--- config.mk ---
export PLATFORM = sky130hd
export DESIGN_NAME = mc_main_fsm
export DESIGN_NICKNAME = d
export VERILOG_FILES = /design/src/rtl/riscv_ctrl_pkg.sv /design/src/rtl/mc_fsm_outdec.sv /design/src/rtl/mc_main_fsm.sv
export SDC_FILE = /design/constraint.sdc
export NUM_CORES = 1
export LEC_CHECK = 0
export ABC_CLOCK_PERIOD_IN_PS = 2550
export BUFFER_PORTS_ARGS = -buffer_cell sky130_fd_sc_hd__buf_2
export CAP_MARGIN = 20
export CORE_AREA = 8 8 45 47
export CTS_CLUSTER_DIAMETER = 40
export DETAILED_ROUTE_END_ITERATION = 10
export DIE_AREA = 0 0 53 55
export GPL_ROUTABILITY_DRIVEN = 0
export PLACE_DENSITY = 0.72
export SYNTH_ARGS = -nofsm -noshare
export SYNTH_HDL_FRONTEND = slang
export SYNTH_SLANG_ARGS = --single-unit
--- constraint.sdc ---
create_clock -name clk -period 2.55 [get_ports clk]
set_input_delay 0.3825 -clock clk [delete_from_list [all_inputs] [get_ports clk]]
set_output_delay 0.3825 -clock clk [all_outputs]
set_load 0.02 [all_outputs]
--- src/rtl/riscv_ctrl_pkg.sv ---
// Shared control encodings for the multicycle RISC-V controller and ALU decoder.
// The TRAP state exists only when ILLEGAL_OP_TRAP_EN is defined.
package riscv_ctrl_pkg;

  typedef enum logic [3:0] {
    ST_FETCH    = 4'd0,
    ST_DECODE   = 4'd1,
    ST_MEMADR   = 4'd2,
    ST_MEMREAD  = 4'd3,
    ST_MEMWB    = 4'd4,
    ST_MEMWRITE = 4'd5,
    ST_EXECR    = 4'd6,
    ST_EXECI    = 4'd7,
    ST_ALUWB    = 4'd8,
    ST_BEQ      = 4'd9,
`ifdef ILLEGAL_OP_TRAP_EN
    ST_JAL      = 4'd10,
    ST_TRAP     = 4'd11
`else
    ST_JAL      = 4'd10
`endif
  } state_e;

  localparam logic [6:0] OP_LW  = 7'b0000011;
  localparam logic [6:0] OP_SW  = 7'b0100011;
  localparam logic [6:0] OP_R   = 7'b0110011;
  localparam logic [6:0] OP_I   = 7'b0010011;
  localparam logic [6:0] OP_BEQ = 7'b1100011;
  localparam logic [6:0] OP_JAL = 7'b1101111;

  localparam logic [1:0] ALUOP_ADD   = 2'b00;
  localparam logic [1:0] ALUOP_SUB   = 2'b01;
  localparam logic [1:0] ALUOP_FUNCT = 2'b10;

  localparam logic [1:0] SRCA_PC    = 2'b00;
  localparam logic [1:0] SRCA_OLDPC = 2'b01;
  localparam logic [1:0] SRCA_RS1   = 2'b10;

  localparam logic [1:0] SRCB_RS2   = 2'b00;
  localparam logic [1:0] SRCB_IMM   = 2'b01;
  localparam logic [1:0] SRCB_FOUR  = 2'b10;

  localparam logic [1:0] RES_ALUOUT    = 2'b00;
  localparam logic [1:0] RES_DATA      = 2'b01;
  localparam logic [1:0] RES_ALURESULT = 2'b10;

endpackage

--- src/rtl/mc_fsm_outdec.sv ---
// Combinational state-to-control decoder for mc_main_fsm (Moore, except FETCH
// which follows mem_ready). illegal_op exists only with ILLEGAL_OP_TRAP_EN.
module mc_fsm_outdec
  import riscv_ctrl_pkg::*;
#(
  parameter int STATE_W = 4
) (
  input  logic [STATE_W-1:0] state,
  input  logic               mem_ready,
  output logic [1:0]         ALUSrcA,
  output logic [1:0]         ALUSrcB,
  output logic [1:0]         ResultSrc,
  output logic               AdrSrc,
  output logic               IRWrite,
  output logic               PCUpdate,
  output logic               Branch,
  output logic               RegWrite,
  output logic               MemWrite,
`ifdef ILLEGAL_OP_TRAP_EN
  output logic               illegal_op,
`endif
  output logic [1:0]         ALUOp
);

  localparam logic [STATE_W-1:0] FETCH    = STATE_W'(ST_FETCH);
  localparam logic [STATE_W-1:0] DECODE   = STATE_W'(ST_DECODE);
  localparam logic [STATE_W-1:0] MEMADR   = STATE_W'(ST_MEMADR);
  localparam logic [STATE_W-1:0] MEMREAD  = STATE_W'(ST_MEMREAD);
  localparam logic [STATE_W-1:0] MEMWB    = STATE_W'(ST_MEMWB);
  localparam logic [STATE_W-1:0] MEMWRITE = STATE_W'(ST_MEMWRITE);
  localparam logic [STATE_W-1:0] EXECR    = STATE_W'(ST_EXECR);
  localparam logic [STATE_W-1:0] EXECI    = STATE_W'(ST_EXECI);
  localparam logic [STATE_W-1:0] ALUWB    = STATE_W'(ST_ALUWB);
  localparam logic [STATE_W-1:0] BEQ      = STATE_W'(ST_BEQ);
  localparam logic [STATE_W-1:0] JAL      = STATE_W'(ST_JAL);
`ifdef ILLEGAL_OP_TRAP_EN
  localparam logic [STATE_W-1:0] TRAP     = STATE_W'(ST_TRAP);
`endif

  always_comb begin
    ALUSrcA   = 2'b00;
    ALUSrcB   = 2'b00;
    ResultSrc = 2'b00;
    AdrSrc    = 1'b0;
    IRWrite   = 1'b0;
    PCUpdate  = 1'b0;
    Branch    = 1'b0;
    RegWrite  = 1'b0;
    MemWrite  = 1'b0;
    ALUOp     = ALUOP_ADD;
`ifdef ILLEGAL_OP_TRAP_EN
    illegal_op = 1'b0;
`endif
    case (state)
      FETCH: begin
        AdrSrc    = 1'b0;
        ALUSrcA   = SRCA_PC;
        ALUSrcB   = SRCB_FOUR;
        ALUOp     = ALUOP_ADD;
        ResultSrc = RES_ALURESULT;
        IRWrite   = mem_ready;
        PCUpdate  = mem_ready;
      end
      DECODE: begin
        ALUSrcA = SRCA_OLDPC;
        ALUSrcB = SRCB_IMM;
        ALUOp   = ALUOP_ADD;
      end
      MEMADR: begin
        ALUSrcA = SRCA_RS1;
        ALUSrcB = SRCB_IMM;
        ALUOp   = ALUOP_ADD;
      end
      MEMREAD: begin
        AdrSrc    = 1'b1;
        ResultSrc = RES_ALUOUT;
      end
      // write strobe stays up until memory acknowledges
      MEMWRITE: begin
        AdrSrc    = 1'b1;
        ResultSrc = RES_ALUOUT;
        MemWrite  = 1'b1;
      end
      MEMWB: begin
        ResultSrc = RES_DATA;
        RegWrite  = 1'b1;
      end
      EXECR: begin
        ALUSrcA = SRCA_RS1;
        ALUSrcB = SRCB_RS2;
        ALUOp   = ALUOP_FUNCT;
      end
      EXECI: begin
        ALUSrcA = SRCA_RS1;
        ALUSrcB = SRCB_IMM;
        ALUOp   = ALUOP_FUNCT;
      end
      ALUWB: begin
        ResultSrc = RES_ALUOUT;
        RegWrite  = 1'b1;
      end
      BEQ: begin
        ALUSrcA   = SRCA_RS1;
        ALUSrcB   = SRCB_RS2;
        ALUOp     = ALUOP_SUB;
        ResultSrc = RES_ALUOUT;
        Branch    = 1'b1;
      end
      JAL: begin
        ALUSrcA   = SRCA_OLDPC;
        ALUSrcB   = SRCB_FOUR;
        ALUOp     = ALUOP_ADD;
        ResultSrc = RES_ALUOUT;
        PCUpdate  = 1'b1;
      end
`ifdef ILLEGAL_OP_TRAP_EN
      TRAP: illegal_op = 1'b1;
`endif
      default: ;
    endcase
  end

endmodule

--- src/rtl/mc_main_fsm.sv ---
// Multicycle RISC-V main control FSM: state register, next-state logic and
// reset gating of write enables. ILLEGAL_OP_TRAP_EN adds a sticky TRAP state.
module mc_main_fsm
  import riscv_ctrl_pkg::*;
#(
  parameter int STATE_W = 4
) (
  input  logic               clk,
  input  logic               reset,
  input  logic [6:0]         op,
  input  logic               mem_ready,
  output logic [1:0]         ALUSrcA,
  output logic [1:0]         ALUSrcB,
  output logic [1:0]         ResultSrc,
  output logic               AdrSrc,
  output logic               IRWrite,
  output logic               PCUpdate,
  output logic               Branch,
  output logic               RegWrite,
  output logic               MemWrite,
  output logic [1:0]         ALUOp,
`ifdef ILLEGAL_OP_TRAP_EN
  output logic               illegal_op,
`endif
  output logic [STATE_W-1:0] state_o
);

  // state    | meaning
  // FETCH    | read instruction at PC, PC+4 (waits on mem_ready)
  // DECODE   | read regs, precompute branch target, dispatch on op
  // MEMADR   | rs1 + imm address for lw/sw
  // MEMREAD  | data read (waits on mem_ready)
  // MEMWB    | write loaded data to rd
  // MEMWRITE | data write (waits on mem_ready)
  // EXECR    | R-type ALU op
  // EXECI    | I-type ALU op
  // ALUWB    | write ALUOut to rd
  // BEQ      | compare and conditionally take branch
  // JAL      | PC <- target, link value OldPC+4
  // TRAP     | illegal opcode, held until reset (optional)

  localparam logic [STATE_W-1:0] FETCH    = STATE_W'(ST_FETCH);
  localparam logic [STATE_W-1:0] DECODE   = STATE_W'(ST_DECODE);
  localparam logic [STATE_W-1:0] MEMADR   = STATE_W'(ST_MEMADR);
  localparam logic [STATE_W-1:0] MEMREAD  = STATE_W'(ST_MEMREAD);
  localparam logic [STATE_W-1:0] MEMWB    = STATE_W'(ST_MEMWB);
  localparam logic [STATE_W-1:0] MEMWRITE = STATE_W'(ST_MEMWRITE);
  localparam logic [STATE_W-1:0] EXECR    = STATE_W'(ST_EXECR);
  localparam logic [STATE_W-1:0] EXECI    = STATE_W'(ST_EXECI);
  localparam logic [STATE_W-1:0] ALUWB    = STATE_W'(ST_ALUWB);
  localparam logic [STATE_W-1:0] BEQ      = STATE_W'(ST_BEQ);
  localparam logic [STATE_W-1:0] JAL      = STATE_W'(ST_JAL);
`ifdef ILLEGAL_OP_TRAP_EN
  localparam logic [STATE_W-1:0] TRAP     = STATE_W'(ST_TRAP);
`endif

  logic [STATE_W-1:0] state, state_nxt;
  logic dec_irwrite, dec_pcupdate, dec_branch, dec_regwrite, dec_memwrite;

  always_ff @(posedge clk or posedge reset) begin
    if (reset) state <= FETCH;
    else       state <= state_nxt;
  end

  always_comb begin
    state_nxt = FETCH;
    case (state)
      FETCH:    state_nxt = mem_ready ? DECODE : FETCH;
      DECODE: begin
        case (op)
          OP_LW, OP_SW: state_nxt = MEMADR;
          OP_R:         state_nxt = EXECR;
          OP_I:         state_nxt = EXECI;
          OP_BEQ:       state_nxt = BEQ;
          OP_JAL:       state_nxt = JAL;
`ifdef ILLEGAL_OP_TRAP_EN
          default:      state_nxt = TRAP;
`else
          default:      state_nxt = FETCH;
`endif
        endcase
      end
      MEMADR:   state_nxt = (op == OP_LW) ? MEMREAD : MEMWRITE;
      MEMREAD:  state_nxt = mem_ready ? MEMWB : MEMREAD;
      MEMWRITE: state_nxt = mem_ready ? FETCH : MEMWRITE;
      MEMWB:    state_nxt = FETCH;
      EXECR, EXECI, JAL: state_nxt = ALUWB;
      ALUWB:    state_nxt = FETCH;
      BEQ:      state_nxt = FETCH;
`ifdef ILLEGAL_OP_TRAP_EN
      TRAP:     state_nxt = TRAP;
`endif
      default:  state_nxt = FETCH;
    endcase
  end

  mc_fsm_outdec #(.STATE_W(STATE_W)) u_outdec (
    .state      (state),
    .mem_ready  (mem_ready),
    .ALUSrcA    (ALUSrcA),
    .ALUSrcB    (ALUSrcB),
    .ResultSrc  (ResultSrc),
    .AdrSrc     (AdrSrc),
    .IRWrite    (dec_irwrite),
    .PCUpdate   (dec_pcupdate),
    .Branch     (dec_branch),
    .RegWrite   (dec_regwrite),
    .MemWrite   (dec_memwrite),
`ifdef ILLEGAL_OP_TRAP_EN
    .illegal_op (illegal_op),
`endif
    .ALUOp      (ALUOp)
  );

  // enables drop combinationally so a mid-instruction reset cannot leak a write
  assign IRWrite  = dec_irwrite  & ~reset;
  assign PCUpdate = dec_pcupdate & ~reset;
  assign Branch   = dec_branch   & ~reset;
  assign RegWrite = dec_regwrite & ~reset;
  assign MemWrite = dec_memwrite & ~reset;
  assign state_o  = state;

endmodule

==> results of run 1 <==
==> how the worst max path moves through the flow <==
stage                from          to  slack, ns  depth (start not counted)
5_1_grt        state_o[1]  ALUSrcA[1]       0.21                          3
6_report       state_o[1]  ALUSrcA[1]       0.35                          4
4_1_cts        state_o[1]  ALUSrcA[1]       0.36                          4
3_5_place_dp   state_o[1]  ALUSrcA[1]       0.62                          4
3_3_place_gp   state_o[1]  ALUSrcA[1]       0.67                          4
2_1_floorplan  state_o[3]    RegWrite       0.22                          3
==> cell families after synthesis <==
kind of cell | Yosys count
buf+inv | 9
xor+xnor | 4
flops | 4
simple gates | 39
compound gates | 16
==> power by group through the flow <==
stage                     combinational (uW)  clock [uW]  sequential [uW]
after floorplan                         58.4           0             71.1
after global placement                  82.8           0             72.5
after detailed placement                83.9           0             72.7
after CTS                               84.2        80.6             71.9
after global routing                    92.2        85.3             72.9
final                                   83.4        80.1             71.8
==> cell usage after synthesis, drive strengths merged <==
master | count | share of area, %
or4 | 1 | 2.1
o22a | 1 | 1.6
nand2b | 4 | 6.0
inv | 1 | 0.70
or3b | 3 | 4.9
o31ai | 1 | 1.4
or3 | 1 | 1.2
and2 | 1 | 1.2
a211o | 1 | 1.6
buf | 5 | 5.8
xor2 | 2 | 3.2
dfrtp | 4 | 19
nor4 | 4 | 4.6
nor3b | 4 | 5.6
clkbuf | 3 | 2.1
nor2b | 1 | 1.2
o21ai | 5 | 4.6
a2111oi | 1 | 1.6
nor2 | 4 | 2.8
o22ai | 1 | 1.2
nor4b | 1 | 1.6
nor3 | 5 | 5.6
a21oi | 5 | 4.6
nand2 | 4 | 2.8
o311ai | 1 | 1.6
xnor2 | 2 | 3.2
nand3b | 5 | 7.0
nand4b | 1 | 1.6
==> metrics by stage <==
stage / worst slack [ns] / hold slack, ns / power [uW] / cells
2_1_floorplan: 0.216 / 0.149 / 129 / 72
3_3_place_gp: 0.667 / 0.316 / 155 / 108
3_5_place_dp: 0.619 / 0.315 / 157 / 108
4_1_cts: 0.365 / 0.0662 / 237 / 111
5_1_grt: 0.210 / 0.0790 / 250 / 111
6_report: 0.354 / 0.0672 / 235 / 111
==> layer usage <==
metal | vias to the layer above | track usage (%)
met5 | - | 0
met4 | 0 | 6.90
met3 | 2 | 5.35
met2 | 22 | 16.0
met1 | 271 | 12.4
li1 | 314 | -
==> final cells by class <==
type	count	area, um2
inverters	1	3.75
flip-flops and latches	4	100
multi-input cells	59	393
repair buffers	28	143
well taps	16	20.0
fillers	153	702
clock buffers	3	22.5
==> impl_summary.log, run 1 <==
INFO  metric status = completed
INFO  metric reg2reg_depth = 3
INFO  metric highest_delay_cell_along_the_critical_path = sky130_fd_sc_hd__dfrtp_1
INFO  metric worst-slew-pin-transition = 0.635 ns
INFO  metric reg2reg_to = state_o[3]
INFO  metric syn-cell-area = approximately 540 um2
INFO  metric synth-simple-area-share = around half
INFO  metric layout.cells.most_common = sky130_fd_sc_hd__buf_2
INFO  metric synth_top_family_by_area = simple AND/OR/NAND/NOR gates
INFO  metric fin_crit = 2.20 ns
INFO  metric synth_seq_area_share = a little under a fifth
INFO  metric p_leak = ~0.00031 uW
INFO  metric drtIter0Drc = 12
INFO  metric clk_root_buffer_cell = sky130_fd_sc_hd__clkbuf_4
INFO  metric antenna_violating_nets_left = 0
INFO  metric ioPinCount = 28
INFO  metric vias_per_cell = 5.49
INFO  metric met2_wire_length = 662 um
INFO  metric synth.avg_cell_area = 7.49 um2
INFO  metric largest_reg_flops = 4
INFO  metric post_cts.repair.setup_buffers = 0
INFO  metric final_design_area_no_fill = slightly below 700 um2
INFO  metric globalRoute.totalOverflow = 0
INFO  metric start_util = 39.0%
INFO  metric irDropWorstVdd = ~0.00018 V
INFO  metric timing.critical_path.required = 2.17 ns
INFO  metric final-setup-viol-count = 0
INFO  metric cts_hold_buf = 0
INFO  metric portBuffers = 27
INFO  metric met3WireLength = 137 um
INFO  metric final_layout_size_suffix_gt1_share = 36.8%
INFO  metric cp_data_arrival_time = 1.81 ns
INFO  metric net_switching_power = 81.9 uW
INFO  metric grt_pass1_vias = around 540
INFO  metric post_synth_num_cell_types = 32
INFO  metric routed-via-count = slightly above 600
INFO  metric critical-path-top-delay-family = flip-flops
INFO  metric unrepaired_setup_endpoints_after_global_routing = no
INFO  metric count_of_final_max_slew_check_failures = 0
INFO  metric yosys-mux-area-fraction = 0%
INFO  metric finish.utilization = 49.3%
INFO  metric p_int = approximately 150 uW
INFO  metric mostFrequentLayoutCells = sky130_fd_sc_hd__buf_2, sky130_fd_sc_hd__a21oi_1, sky130_fd_sc_hd__nand3b_1, sky130_fd_sc_hd__o21ai_0
INFO  metric clock_sink_count = 4
INFO  metric tritoncts = built
INFO  metric criticalPathCategory = flop to output pin
INFO  metric wl_met1 = 666 um
INFO  metric tritoncts.num_buffers = 3
INFO  metric detail_route.wirelength = 1480 um
INFO  metric achievable-frequency = 0.455 GHz
INFO  metric grt_max_degree = 23
INFO  metric worst_path_buf_inv = 1
INFO  metric power_frac_comb = between 30% and 40%
INFO  metric grt_first_pass_wirelength = 2390 um
INFO  metric clockBufferDepth = 2
INFO  metric fp-row-count = 14
INFO  metric grt_antenna_before_repair = 0
INFO  metric clkTransAtPathRegs = approximately 0.040 ns
INFO  metric clk-insertion-delay-late = 0.24 ns
INFO  metric drt-pass1-iter-count = 4
INFO  metric power.density = ~350 nW/um2
INFO  metric cp_cell_sequence = nand2b_4 > nor2_1 > or3_1 > buf_2
INFO  metric layout_worst_path_cycle_share = 86.1%
INFO  metric die_width = 53 um
INFO  metric drv_cap = 0
INFO  metric overall_routing_resource_usage = 10.9%
INFO  metric clockPowerShare = between 30% and 40%
INFO  metric hold_path.class = input pin to asynchronous set/reset pin
INFO  metric tns = 0 ns
INFO  metric final_net_count = around 110
INFO  metric synthToLayoutAreaGrowth = 26.5%
INFO  metric number_of_synthesized_register_bits = 4
INFO  metric avgRoutedWirePerCell = roughly 13 um
INFO  metric synth_compound_gate_area_share = 18.3%
INFO  metric reg2reg_slack = between 0.8 and 0.9 ns
INFO  metric critical_path_peak_fanout = 22
INFO  metric clock_skew = 0.00316 ns
INFO  metric place_area = 659 um2
INFO  metric seq_power_share = 30.5%
INFO  metric final_count_of_hold_timing_violations = 0
INFO  metric number_of_standard_cells_after_synthesis = slightly above 70
INFO  metric mappedNetlistNets = 82
INFO  metric floorplan.die_area = 2920 um2
INFO  metric core_region_area = approximately 1400 um2
INFO  metric cts_max_level = 1
INFO  metric timing.critical_path.slowest_cell_delay = 0.74 ns
INFO  metric dpl.hpwl = 1120 um
INFO  metric post-route-drc-count = 0
INFO  metric synthesis.yosys.warnings = 0
INFO  metric highest-signal-layer = met4
INFO  metric timing.critical_path.to_type = output pin
INFO  metric worstReg2RegStart = state_o[1]
INFO  metric antenna-diode-count = 0
INFO  metric post_synth_fa_ha_maj_area_fraction = 0%
INFO  metric cts_resized = 0
INFO  metric die_height = 55 um
INFO  metric synth_xor_xnor_area_share = between 6 and 7%
INFO  metric timing.critical_path.from_type = flop
INFO  metric switch_share = 34.8%
INFO  metric maxSlewHeadroom = 57.7%
No activity file was read; power rests on OpenSTA's default activity.
==> run 2, diff against run 1 <==
HOLD_SLACK_MARGIN = 0.15   (was unset)
==> run 2 against run 1 <==
Against the previous run:
- sequential power about the same
- non-clock buffer count increased by 1
- final cell count increased by 0.90%
==> impl_summary.log, run 2 (synthesis gave the netlist of run 1 again) <==
INFO  metric status = completed (unchanged)
INFO  metric die_width = 53 um (unchanged)
INFO  metric timing.critical_path.to_type = output pin (unchanged)
INFO  metric worst_path_buf_inv = 1 (unchanged)
INFO  metric grt_pass1_vias = 540 (was 538)
INFO  metric tritoncts.num_buffers = 3 (unchanged)
INFO  metric highest_delay_cell_along_the_critical_path = sky130_fd_sc_hd__dfrtp_1 (unchanged)
INFO  metric fin_crit = 2.20 ns (unchanged)
INFO  metric power.density = 342 nW/um2 (was 345 nW/um2)
INFO  metric post_cts.repair.setup_buffers = 0 (unchanged)
INFO  metric tns = 0 ns (unchanged)
INFO  metric irDropWorstVdd = 0.000180 V (was 0.000179 V)
INFO  metric cts_max_level = 1 (unchanged)
INFO  metric layout.cells.most_common = sky130_fd_sc_hd__buf_2 (unchanged)
INFO  metric worst-slew-pin-transition = 0.635 ns (unchanged)
INFO  metric final_net_count = 108 (was 107)
INFO  metric detail_route.wirelength = 1490 um (was 1480 um)
INFO  metric drtIter0Drc = 12 (unchanged)
INFO  metric fp-row-count = 14 (unchanged)
INFO  metric mostFrequentLayoutCells = sky130_fd_sc_hd__buf_2, sky130_fd_sc_hd__a21oi_1, sky130_fd_sc_hd__nand3b_1, sky130_fd_sc_hd__o21ai_0 (unchanged)
INFO  metric clkTransAtPathRegs = 0.04 ns (about the same)
INFO  metric core_region_area = 1380 um2 (unchanged)
INFO  metric clk-insertion-delay-late = 0.24 ns (about the same)
INFO  metric achievable-frequency = 0.455 GHz (unchanged)
INFO  metric die_height = 55 um (unchanged)
INFO  metric critical-path-top-delay-family = flip-flops (unchanged)
INFO  metric p_int = 154 uW (was 153 uW)
INFO  metric criticalPathCategory = flop to output pin (unchanged)
INFO  metric clock_sink_count = 4 (unchanged)
INFO  metric tritoncts = built (unchanged)
INFO  metric ioPinCount = 28 (unchanged)
INFO  metric vias_per_cell = 5.47 (was 5.49)
INFO  metric final-setup-viol-count = 0 (unchanged)
INFO  metric clk_root_buffer_cell = sky130_fd_sc_hd__clkbuf_4 (unchanged)
INFO  metric start_util = 39.0% (unchanged)
INFO  metric count_of_final_max_slew_check_failures = 0 (unchanged)
INFO  metric switch_share = 34.7% (was 34.8%)
INFO  metric grt_max_degree = 23 (unchanged)
INFO  metric fin_hold_ws = 0.412 ns (was 0.0672 ns)
INFO  metric final_layout_size_suffix_gt1_share = 36.5% (was 36.8%)
INFO  metric drv_cap = 0 (unchanged)
INFO  metric power_frac_comb = 35.7% (was 35.4%)
INFO  metric overall_routing_resource_usage = 10.9% (about the same)
INFO  metric clockBufferDepth = 2 (unchanged)
INFO  metric timing.critical_path.slowest_cell_delay = 0.74 ns (about the same)
INFO  metric portBuffers = 27 (unchanged)
INFO  metric layout_worst_path_cycle_share = 86.1% (unchanged)
INFO  metric clock_skew = 0.00316 ns (unchanged)
INFO  metric net_switching_power = 82.0 uW (was 81.9 uW)
INFO  metric drt-pass1-iter-count = 4 (unchanged)
INFO  metric critical_path_peak_fanout = 22 (unchanged)
INFO  metric cp_data_arrival_time = 1.81 ns (about the same)
INFO  metric hold_path.class = input pin to flop (was input pin to asynchronous set/reset pin)
INFO  metric routed-via-count = 613 (was 609)
INFO  metric seq_power_share = 30.4% (was 30.5%)
INFO  metric clockPowerShare = 33.9% (was 34.0%)
INFO  metric antenna-diode-count = 0 (unchanged)
INFO  metric timing.critical_path.from_type = flop (unchanged)
INFO  metric avgRoutedWirePerCell = 13.3 um (about the same)
INFO  metric grt_antenna_before_repair = 0 (unchanged)
INFO  metric globalRoute.totalOverflow = 0 (unchanged)
INFO  metric floorplan.die_area = 2920 um2 (unchanged)
INFO  metric p_leak = 0.000317 uW (was 0.000313 uW)
INFO  metric grt_first_pass_wirelength = 2390 um (unchanged)
INFO  metric dpl.hpwl = 1120 um (unchanged)
INFO  metric post-route-drc-count = 0 (unchanged)
INFO  metric maxSlewHeadroom = 57.7% (unchanged)
INFO  metric largest_reg_flops = 4 (unchanged)
INFO  metric final_count_of_hold_timing_violations = 0 (unchanged)
INFO  metric antenna_violating_nets_left = 0 (unchanged)
INFO  metric timing.critical_path.required = 2.17 ns (about the same)
INFO  metric synthToLayoutAreaGrowth = 28.3% (was 26.5%)
INFO  metric cp_cell_sequence = nand2b_4 > nor2_1 > or3_1 > buf_2 (unchanged)
INFO  metric unrepaired_setup_endpoints_after_global_routing = no (unchanged)
run 2: cell types whose count changed in the layout (fill, tap and decap cells not counted), sizes merged:
cell | before | now
dlygate4sd3 | 0 | 1
run 2: worst reg2reg max path, delay by kind of cell (launching register included):
kind	cells	cell delay, ns
simple gates	2	0.77
compound gates	1	0.26
flops	1	0.60
run 2: area by class of cell:
class | instances | area, um2
Inverter | 1 | 3.75
Sequential cell | 4 | 100
Clock buffer | 3 | 22.5
Tap cell | 16 | 20.0
Fill cell | 152 | 692
Multi-Input combinational cell | 59 | 393
Timing Repair Buffer | 29 | 153
run 2: power by group through the flow:
| stage | Clock, uW | Sequential [uW] | Combinational [uW] |
|---|---|---|---|
| 2_1_floorplan | 0 | 71.1 | 58.4 |
| 3_3_place_gp | 0 | 72.5 | 82.8 |
| 3_5_place_dp | 0 | 72.7 | 83.9 |
| 4_1_cts | 80.6 | 71.9 | 85.4 |
| 5_1_grt | 85.3 | 72.9 | 93.4 |
| 6_report | 80.1 | 71.8 | 84.5 |
run 2: worst paths after layout:
| path | from | end | slack (ns) | cells past startpoint |
|---|---|---|---|---|
| min in group asynchronous | reset | state_o[0] | 0.62 | 3 |
| setup / recovery | state_o[1] | ALUSrcA[1] | 0.35 | 4 |
| max in group asynchronous | reset | state_o[1] | 1.78 | 3 |
| hold reg to reg | state_o[0] | state_o[2] | 0.77 | 3 |
| hold / removal | op[4] | state_o[1] | 0.41 | 2 |
| setup reg to reg | state_o[1] | state_o[3] | 0.82 | 3 |
run 2: timing repair:
action,CTS,global route
resized for setup,0,0
hold buffers,1,0
endpoints found under the hold margin,4,0
endpoints found under the setup margin,0,0
run 2: per-layer routing:
metal  global-route usage [%]  share of wire [%]
met1                     12.2                 45
met2                     16.4                 45
met3                     5.35                9.2
met4                     6.90               0.94
met5                        0                  0
run 2: per-stage QoR:
stage / instance area (um2) / setup WS [ns] / utilization [%] / std cells / total power (uW)
floorplan: 539 / 0.216 / - / 72 / 129
global placement: 659 / 0.667 / 47.6 / 108 / 155
detailed placement: 659 / 0.619 / 47.6 / 108 / 157
CTS: 692 / 0.365 / 50.0 / 112 / 238
global route: 692 / 0.210 / 50.0 / 112 / 252
finish: 692 / 0.354 / 50.0 / 112 / 236
==> run 3, diff against run 2 <==
CORE_AREA = unset   (was 8 8 45 47)
CORE_MARGIN = 8   (was unset)
CORE_UTILIZATION = 40   (was unset)
DIE_AREA = unset   (was 0 0 53 55)
PLACE_DENSITY = 0.77   (was 0.72)
==> run 3 against run 2 <==
Against the previous run:
- core utilization up 3.7 points
- combinational power down 2%
- maximum frequency grew 0.63%
- largest cell class unchanged
- largest power group unchanged
==> impl_summary.log, run 3 (synthesis gave the netlist of run 1 again) <==
INFO  metric status = completed (unchanged)
INFO  metric tritoncts = built (unchanged)
INFO  metric floorplan.die_area = 2780 um2 (was 2920 um2)
INFO  metric hold_path.class = input pin to flop (unchanged)
INFO  metric clk-insertion-delay-late = 0.24 ns (about the same)
INFO  metric clk_root_buffer_cell = sky130_fd_sc_hd__clkbuf_4 (unchanged)
INFO  metric cts_resized = 0 (unchanged)
INFO  metric portBuffers = 27 (unchanged)
INFO  metric timing.final.ws_setup = 0.368 ns (was 0.354 ns)
INFO  metric final_layout_size_suffix_gt1_share = 36.5% (unchanged)
INFO  metric overall_routing_resource_usage = 11.2% (was 10.9%)
INFO  metric criticalPathCategory = flop to output pin (unchanged)
INFO  metric fp-row-count = 13 (was 14)
INFO  metric globalRoute.totalOverflow = 0 (unchanged)
INFO  metric reg2reg_depth = 3 (unchanged)
INFO  metric globalRoute.busiestLayer = met2 (unchanged)
INFO  metric vias_per_cell = 5.64 (was 5.47)
INFO  metric mostFrequentLayoutCells = sky130_fd_sc_hd__buf_2, sky130_fd_sc_hd__a21oi_1, sky130_fd_sc_hd__nand3b_1, sky130_fd_sc_hd__o21ai_0 (unchanged)
INFO  metric multiInputGateArea = 393 um2 (unchanged)
INFO  metric cp_data_arrival_time = 1.80 ns (was 1.81 ns)
INFO  metric unrepaired_setup_endpoints_after_global_routing = no (unchanged)
INFO  metric ff_latch_area = 100 um2 (unchanged)
INFO  metric fill_cells = 131 (was 152)
INFO  metric grt_antenna_before_repair = 0 (unchanged)
INFO  metric tns = 0 ns (unchanged)
INFO  metric detail_route.wirelength = 1500 um (was 1490 um)
INFO  metric antenna-diode-count = 0 (unchanged)
INFO  metric count_of_final_max_slew_check_failures = 0 (unchanged)
INFO  metric die_height = 52.7 um (was 55 um)
INFO  metric core_region_area = 1280 um2 (was 1380 um2)
INFO  metric grt_pass1_vias = 558 (was 540)
INFO  metric cts_max_level = 1 (unchanged)
INFO  metric tritoncts.num_buffers = 3 (unchanged)
INFO  metric clock_sink_count = 4 (unchanged)
INFO  metric achievable-frequency = 0.458 GHz (was 0.455 GHz)
INFO  metric reg2reg_to = state_o[3] (unchanged)
INFO  metric p_leak = 0.000317 uW (unchanged)
INFO  metric drv_cap = 0 (unchanged)
INFO  metric maxSlewHeadroom = 60.2% (was 57.7%)
INFO  metric synthToLayoutAreaGrowth = 28.1% (was 28.3%)
INFO  metric critical_path_peak_fanout = 22 (unchanged)
INFO  metric gr-usage-met3 = 1.99% (was 5.35%)
INFO  metric crit_path_start = state_o[1] (unchanged)
INFO  metric clkTransAtPathRegs = 0.04 ns (about the same)
INFO  metric die_width = 52.7 um (was 53 um)
INFO  metric worst-slew-pin-transition = 0.597 ns (was 0.635 ns)
INFO  metric crit_path_end = ALUSrcA[1] (unchanged)
INFO  metric final_count_of_hold_timing_violations = 0 (unchanged)
INFO  metric reg2reg_slack = 0.85 ns (was 0.82 ns)
INFO  metric worstReg2RegStart = state_o[1] (unchanged)
INFO  metric grt_util_met1 = 15.1% (was 12.2%)
INFO  metric grt_max_degree = 23 (unchanged)
INFO  metric antenna_violating_nets_left = 0 (unchanged)
INFO  metric timing.critical_path.to_type = output pin (unchanged)
INFO  metric timing.critical_path.required = 2.17 ns (about the same)
INFO  metric layout_worst_path_cycle_share = 85.6% (was 86.1%)
INFO  metric design_power_total = 237 uW (was 236 uW)
INFO  metric start_util = 42.0% (was 39.0%)
INFO  metric largest_reg_flops = 4 (unchanged)
INFO  metric drt-pass1-iter-count = 4 (unchanged)
INFO  metric detailedPlace.worstSlack = 0.650 ns (was 0.619 ns)
INFO  metric timing.critical_path.from_type = flop (unchanged)
INFO  metric avgRoutedWirePerCell = 13.5 um (was 13.3 um)
INFO  metric routed-via-count = 626 (was 613)
INFO  metric layout.cells.most_common = sky130_fd_sc_hd__buf_2 (unchanged)
INFO  metric grt_first_pass_wirelength = 2500 um (was 2390 um)
INFO  metric dpl.hpwl = 1140 um (was 1120 um)
INFO  metric post-route-drc-count = 0 (unchanged)
INFO  metric post_cts.repair.setup_buffers = 0 (unchanged)
INFO  metric fin_crit = 2.18 ns (was 2.20 ns)
INFO  metric final-setup-viol-count = 0 (unchanged)
INFO  metric final_net_count = 108 (unchanged)
INFO  metric power.density = 343 nW/um2 (was 342 nW/um2)
INFO  metric grt.met2_usage = 16.6% (was 16.4%)
INFO  metric clock_skew = 0.00560 ns (was 0.00316 ns)
INFO  metric clockBufferDepth = 2 (unchanged)
INFO  metric irDropWorstVdd = 0.000228 V (was 0.000180 V)
INFO  metric drtIter0Drc = 10 (was 12)
INFO  metric ioPinCount = 28 (unchanged)
-- run 3: area by class of cell --
class / instances / share of cell area, %
timing repair buffer: 29 / 22.1
tap: 15 / 2.72
multi-input combinational: 59 / 56.9
sequential: 4 / 14.5
clock buffer: 3 / 3.26
inverter: 1 / 0.543
-- run 3: how the worst min path moves through the flow --
stage / slack (ns) / endpoint / from / depth (start not counted)
after floorplan: 0.15 / state_o[0] / reset / 1
after global placement: 0.32 / state_o[1] / reset / 2
after detailed placement: 0.32 / state_o[3] / reset / 2
after CTS: 0.40 / state_o[1] / op[4] / 2
after global routing: 0.41 / state_o[1] / op[4] / 2
final: 0.41 / state_o[1] / op[4] / 2
-- run 3: worst max-delay path: stages (launching register included) --
cell                      delay (ns)
sky130_fd_sc_hd__dfrtp_1        0.71
sky130_fd_sc_hd__nor4b_1        0.51
sky130_fd_sc_hd__or3_1          0.18
sky130_fd_sc_hd__buf_2          0.16
-- run 3: where the power goes --
group | switching (uW) | leakage [uW] | internal (uW)
Clock | 27.1 | 0.0000138 | 52.7
Sequential | 8.24 | 0.0000539 | 65.9
Combinational | 47.4 | 0.000249 | 35.6
-- run 3: repair_timing --
action | CTS | global route
hold buffers | 1 | 0
endpoints found under the setup margin | 0 | 0
endpoints found under the hold margin | 4 | 0
-- run 3: through the flow --
step                util, %  cells  hold WS, ns  area [um2]
floorplan                 -     72        0.149         539
global placement       51.2    107        0.319         658
detailed placement     51.2    107        0.322         658
CTS                    53.7    111        0.401         691
global route           53.7    111        0.410         691
finish                 53.7    111        0.406         691
-- run 3: per-layer routing --
metal / part of all wire [%] / vias up
met2: 46 / 28
met1: 44 / 276
met3: 8.7 / 2
met4: 1.3 / 0
met5: 0 / -
li1: - / 320
